`config.mk`:
```
export PLATFORM = sky130hd
export DESIGN_NAME = mem_bus_arbiter
export DESIGN_NICKNAME = d
export VERILOG_FILES = /design/src/rtl/mem_bus_arbiter_pkg.sv /design/src/rtl/arb_fair_counter.sv /design/src/rtl/mem_bus_arbiter.sv
export SDC_FILE = /design/constraint.sdc
export NUM_CORES = 1
export LEC_CHECK = 0
export CAP_MARGIN = 20
export CORE_AREA = 10 10 191 193
export CTS_CLUSTER_SIZE = 30
export DETAILED_ROUTE_END_ITERATION = 7
export DIE_AREA = 0 0 201 203
export DONT_BUFFER_PORTS = 1
export MAX_ROUTING_LAYER = met4
export PLACE_DENSITY = 0.33
export SYNTH_ARGS = -nofsm -noshare
export SYNTH_HDL_FRONTEND = slang
export SYNTH_SLANG_ARGS = --single-unit
```
`constraint.sdc`:
```
create_clock -name clk -period 1.6 [get_ports clk]
set_input_delay 0.32 -clock clk [delete_from_list [all_inputs] [get_ports clk]]
set_output_delay 0.32 -clock clk [all_outputs]
set_load 0.005 [all_outputs]
```
`src/rtl/mem_bus_arbiter_pkg.sv`:
```
// Shared bus types and arbiter state encoding for the fetch/data memory port arbiter.
package mem_bus_arbiter_pkg;

  localparam logic [2:0] MSIZE1 = 3'd0;
  localparam logic [2:0] MSIZE2 = 3'd1;
  localparam logic [2:0] MSIZE4 = 3'd2;
  localparam logic [2:0] MSIZE8 = 3'd3;

  typedef struct packed {
    logic        valid;
    logic [63:0] addr;
  } ibus_req_t;

  typedef struct packed {
    logic        addr_ok;
    logic        data_ok;
    logic [31:0] data;
  } ibus_resp_t;

  typedef struct packed {
    logic        valid;
    logic [63:0] addr;
    logic [2:0]  size;
    logic [7:0]  strobe;
    logic [63:0] data;
  } dbus_req_t;

  typedef struct packed {
    logic        addr_ok;
    logic        data_ok;
    logic [63:0] data;
  } dbus_resp_t;

  typedef enum logic [1:0] {
    IDLE,
    GRANT_I,
    GRANT_D
  } arb_state_t;

  // A fetch becomes a read of the whole aligned 64-bit word holding the instruction.
  function automatic dbus_req_t fetch_to_dbus(ibus_req_t r);
    dbus_req_t d;
    d.valid  = 1'b1;
    d.addr   = r.addr & ~64'h7;
    d.size   = MSIZE8;
    d.strobe = 8'h00;
    d.data   = 64'h0;
    return d;
  endfunction

endpackage

```
`src/rtl/arb_fair_counter.sv`:
```
// Saturating count of back-to-back data grants taken while a fetch was waiting.
module arb_fair_counter #(
  parameter  int MAX_CONSEC = 4,
  localparam int W          = $clog2(MAX_CONSEC + 1)
) (
  input  logic clk,
  input  logic reset,
  input  logic clr_i,
  input  logic inc_i,
  output logic at_limit_o
);

  localparam logic [W-1:0] LIMIT = W'(MAX_CONSEC);

  logic [W-1:0] count_q, count_d;

  always_comb begin
    count_d = count_q;
    if (clr_i) begin
      count_d = '0;
    end else if (inc_i && (count_q != LIMIT)) begin
      count_d = count_q + W'(1);
    end
  end

  always_ff @(posedge clk) begin
    if (reset) begin
      count_q <= '0;
    end else begin
      count_q <= count_d;
    end
  end

  assign at_limit_o = (count_q == LIMIT);

endmodule

```
`src/rtl/mem_bus_arbiter.sv`:
```
// Shares one downstream memory port between fetch (ibus) and the memory stage (dbus),
// data first, with a bounded run of data grants while a fetch is waiting.
module mem_bus_arbiter
  import mem_bus_arbiter_pkg::*;
#(
  parameter int MAX_CONSEC = 4
) (
  input  logic       clk,
  input  logic       reset,
  input  ibus_req_t  ireq,
  output ibus_resp_t iresp,
  input  dbus_req_t  dreq,
  output dbus_resp_t dresp,
  output dbus_req_t  oreq,
  input  dbus_resp_t oresp,
  output logic       busy
);

  arb_state_t state_q, state_d;
  dbus_req_t  oreq_q, oreq_d;
  logic       done;
  logic       consec_clr, consec_inc, consec_at_limit;

  arb_fair_counter #(
    .MAX_CONSEC(MAX_CONSEC)
  ) u_fair (
    .clk       (clk),
    .reset     (reset),
    .clr_i     (consec_clr),
    .inc_i     (consec_inc),
    .at_limit_o(consec_at_limit)
  );

  // Downstream only signals completion when address and data phases finish together.
  assign done = oresp.addr_ok & oresp.data_ok;

  // NOTE: every output of this block gets a default first so no path leaves a latch.
  always_comb begin
    state_d    = state_q;
    oreq_d     = oreq_q;
    iresp      = '0;
    dresp      = '0;
    consec_clr = 1'b0;
    consec_inc = 1'b0;
    unique case (state_q)
      IDLE: begin
        consec_clr = ~ireq.valid;
        if (dreq.valid && (!consec_at_limit || !ireq.valid)) begin
          state_d = GRANT_D;
          oreq_d  = dreq;
        end else if (ireq.valid) begin
          state_d = GRANT_I;
          oreq_d  = fetch_to_dbus(ireq);
        end
      end
      GRANT_D: begin
        dresp.addr_ok = done;
        dresp.data_ok = done;
        dresp.data    = oresp.data;
        if (done) begin
          state_d    = IDLE;
          oreq_d     = '0;
          consec_inc = ireq.valid;
        end
      end
      GRANT_I: begin
        iresp.addr_ok = done;
        iresp.data_ok = done;
        iresp.data    = ireq.addr[2] ? oresp.data[63:32] : oresp.data[31:0];
        if (done) begin
          state_d    = IDLE;
          oreq_d     = '0;
          consec_clr = 1'b1;
        end
      end
      default: begin
        state_d = IDLE;
        oreq_d  = '0;
      end
    endcase
  end

  // NOTE: state registers use non-blocking assignments so all flops update together at the edge.
  always_ff @(posedge clk) begin
    if (reset) begin
      state_q <= IDLE;
      oreq_q  <= '0;
    end else begin
      state_q <= state_d;
      oreq_q  <= oreq_d;
    end
  end

  assign oreq = oreq_q;
  assign busy = (state_q != IDLE);

endmodule

```
### After elaboration in Yosys (flattened, before gate mapping)

Cells that the tools add are included.

| cells by class | value |
|---|---|
| equal/unequal tests | 6 |
| bitwise operators | 2 |
| muxes and demuxes | 15 |
| $add $sub $neg | 1 |
| reduce and logical (&&, ||, !) cells | 10 |

Operator list:

| kind | number |
|---|---|
| $mux 140 | 3 |
| $pmux 140 s2 | 1 |
| $mux 66 | 1 |
| $mux 34 | 1 |
| $mux 32 | 1 |
| $mux 2 | 3 |
| $ne 3x3->1 const B | 2 |
| $pmux 2 s2 | 1 |
| $reduce_or 2->1 | 2 |
| $add 3x1->3 const B | 1 |
| $eq 3x3->1 const B | 1 |
| $mux 1 | 3 |
| $eq 2x1->1 const B | 1 |
| $eq 2x2->1 const B | 1 |
| $logic_and 1x1->1 | 2 |
| $logic_not 1->1 | 2 |
| $logic_not 2->1 | 1 |
| $ne 2x1->1 const B | 1 |
| $pmux 1 s2 | 1 |
| $reduce_and 2->1 | 1 |
| $reduce_bool 2->1 | 1 |
| $and 1x1->1 | 1 |
| $logic_or 1x1->1 | 1 |
| $not 1->1 | 1 |

| storage, ports and cells | value |
|---|---|
| logic and storage cells | 41 |
| bits of input ports | 273 |
| output and inout bits | 241 |
| flip-flop bits (word level) | 145 |

### Depth between registers and ports, before layout

| logic depth | value |
|---|---|
| depth after elaboration | 6 |
| gate-level depth with buffers | 9 |
| gate-level depth less buffers | 6 |

### Hierarchy

Synthesis repeated with hierarchy kept, for this count alone.

| unflattened totals | value |
|---|---|
| cells, all modules | 906 |
| area total of the unflattened synthesis | 7389.6 sq um |

By module, submodules not included:

| module | cells each | area an instance (sq um) | seq. area each (sq um) | times used |
|---|---|---|---|---|
| mem_bus_arbiter | 888 | 7201.9 | 2842.7 | 1 |
| arb_fair_counter | 18 | 187.7 | 60.1 | 1 |

### Worst setup path after synthesis

OpenSTA, ideal clock, no wires.

| timing | value |
|---|---|
| path type | reg2reg |
| start | register state_q[0] |
| end | register oreq_q, in the netlist oreq[88] |
| setup time | 0.074 ns |
| slack | -0.001 ns |
| period minus slack after synthesis | 1.601 ns |
| data arrival time | 1.527 ns |
| buffers on the path | 1 |
| cell stages (with the launch flop) | 7 |
| required time | 1.526 ns |
| cell sequence | dfxtp_1 > inv_1 > ha_1 > o2bb2ai_4 > or3_1 > clkbuf_1 > o21ai_0 |

| on the way | value |
|---|---|
| cells in the longest elaborated chain, start to end | 4 |
| elaborated cells between the ends (all ways) | 8 |
| those cells by class | 4 x eq/ne; 1 x mux; 3 x reduce/logical |

RTL lines:

| item | RTL line | text |
|---|---|---|
| from (decl) | mem_bus_arbiter.sv:19 | `arb_state_t state_q, state_d;` |
| from (signal assigned) | mem_bus_arbiter.sv:89 | `state_q <= state_d;` |
| $eq 2x1->1 or $eq 2x2->1 (tied branches) | mem_bus_arbiter.sv:45 | `unique case (state_q)` |
| $reduce_or 2->1 (no line) | -- |  |
| $ne 2x1->1 (no line) | -- |  |
| $reduce_and 2->1 (no line) | -- |  |
| to (signal assigned) | mem_bus_arbiter.sv:90 | `oreq_q <= oreq_d;` |
| to (decl) | mem_bus_arbiter.sv:20 | `dbus_req_t oreq_q, oreq_d;` |

Parallel ways exist; a longest one is shown, timed or not.
A chain may end at the register's enable or synchronous reset.

==> flow_summary.ini <==
[worst_setup_path]
crit_fanout = 7
cp.required_ns = 1.28
rr_worst_depth = 8
critPathArrivalTime_ns = 1.55
critPathKind = reg -> out
start_kind = flip-flop
cp-end-kind = output port

[pwr]
ir_drop_mv = 0.847
power_density_mw_per_mm2 = 1280
power_leakage_uw = 0.00432

[floorplan]
placementRows = 66
dieArea_mm2 = 0.0408
initial_core_util_pct = 20.8
io_pins = 514
die-width_um = 201
core_area_mm2 = 0.0325
die_y_um = 203

[detailed_routing]
routed_wl_mm = 37.5
drtIter0Drc = 319
vias_per_cell = 4.98
drc = 0
first_pass_iters = 5
wl_per_cell_um = 27.2
ant_nets = 0
vias = 6852

[cells_and_area]
postLayoutCellArea_mm2 = 0.0117
diodes = 0
fin_nets = 1201
layout_common_cells = dfxtp_1 (142), and2_4 (63), nand2_1 (63), a21oi_2 (60), nand3_2 (56)
drive_above_1_share_pct = 54.7
syn_to_final_growth_pct = 73.6
final_common_cell = dfxtp_1

[global_route]
track_usage_pct = 17.2
grt_pass1_wl_mm = 51.0
grt_pass1_vias = 6734
overflow = 0
antenna_found_initial = 0
grt_max_degree = 145

[clock_tree]
h-tree-depth = 4
insertion_delay_ns = 0.44
cts-root-buf = clkbuf_16
cts_tree = done
clk_pin_slew_ns = 0.06
numCtsBuffers = 17
clockBufferDepth = 2
cts.sinks = 145

[placed_design]
dp_hpwl_mm = 24.1
postPlaceCellArea_mm2 = 0.00755
port_buffers = 0
dp_slack_ns = -0.225
gp_congestion = 0.754

[synth]
ys_types = 30
avgSynthCellArea_um2 = 8.33
synth_area_mm2 = 0.00677
synth_flop_cell = dfxtp_1
syn_nets = 1091
yosysSeqAreaShare_pct = 42.9
yosys_warnings = 0
async_reset_ff_share_pct = 0
synth_edf_count = 0
synth_cells = 812
ys_ff_latch = 145

[timing]
tightest_slew_ns = 0.367
layout_min_cycle_time_ns = 1.87
finalHoldWorstSlack_ns = -0.0337
fin_skew_ns = 0.0100
post-route-period-util_pct = 117
relSlewSlack_pct = 75.5
fmax_mhz = 535
hold_violations = 5
rsz0062_at_grt = yes
slew_violations = 0
setup_ws_ns = -0.269
setup_viol = 243

[worst_hold_path]
hold_path_depth = 1
hold_class = in -> reg

[status]
violations = hold timing, setup timing
status = finished, violations left

[flow_run]
drv_cap = 0
==> per-stage QoR <==
stage	util [%]	power, uW	cells	TNS [ns]
floorplan	-	6400	812	0
detailed placement	23.3	7640	1228	-24.57
global route	36.2	15700	1377	-61.97
finish	36.2	15000	1377	-43.84
global placement	23.3	7680	1228	-25.69
CTS	33.8	14900	1354	-56.71
==> worst max-delay path: stages, from the launching register on <==
cell and delay (ns):
dfxtp_2 0.32, buf_4 0.14, ha_4 0.20, buf_12 0.15
clkbuf_16 0.15, and2_4 0.16
==> routing by layer <==
layer / GRT usage [%] / part of all wire [%]
met5: - / 0
met4: 3.79 / 1.4
met3: 5.48 / 8.0
met2: 29.1 / 51
met1: 19.4 / 39
==> cell usage after synthesis (all sizes together), types with 2 or more instances <==
library cell / n / area (um2)
nor2b: 32 / 200
and3: 3 / 18.8
a221oi: 41 / 359
nand2: 85 / 319
nor3: 43 / 215
inv: 5 / 18.8
ha: 6 / 75.1
a211oi: 2 / 15.0
nor2: 46 / 173
nand3b: 20 / 150
nand3: 78 / 390
a21oi: 80 / 404
clkbuf: 38 / 143
and2: 64 / 400
buf: 43 / 261
mux2i: 53 / 531
dfxtp: 145 / 2900
o21ai: 20 / 100
==> logic make-up (layout without fill, tap and decap cells) <==
logic type,after synthesis,count (layout),synth area share (%)
fa+ha+maj,6,6,1.11
flops,145,145,42.9
compound gates,145,145,13.6
buf+inv,86,209,6.25
simple gates,375,375,28.0
xor+xnor,2,2,0.259
mux,53,53,7.84
==> state kept, by name, indices dropped and copies added (netlist names) <==
signal	flops
state_q	2
oreq	140
u_fair.count_q	3
==> layout make-up <==
cell class	instances	area [um2]
Timing Repair Buffer	172	2660
Clock inverter	12	110
Clock buffer	20	447
Inverter	5	23.8
Fill cell	3263	20700
Sequential cell	145	2910
Tap cell	442	553
Multi-Input combinational cell	581	5050
==> path summary, 6_finish.rpt <==
check / from / end / slack, ns
hold / removal: reset / oreq[114] / -0.03
hold reg to reg: oreq[3] / oreq[3] / 0.48
setup reg to reg: state_q[1] / oreq[80] / -0.24
setup / recovery: state_q[1] / dresp[48] / -0.27
==> where the power goes <==
group / switching, uW / total [uW] / internal [uW]
logic: 2920 / 6440 / 3520
clock network: 1720 / 3910 / 2180
registers: 548 / 4660 / 4120
==> what timing repair did <==
action / in CTS / in global routing
cloned: 37 / 8
setup endpoints to repair: 243 / 243
pin swaps: 120 / 78
buffers inserted: 42 / 27
hold buffers: 18 / 13
resized for setup: 349 / 180
endpoints found under the hold margin: 122 / 67
(Power assumes the default switching activity.)
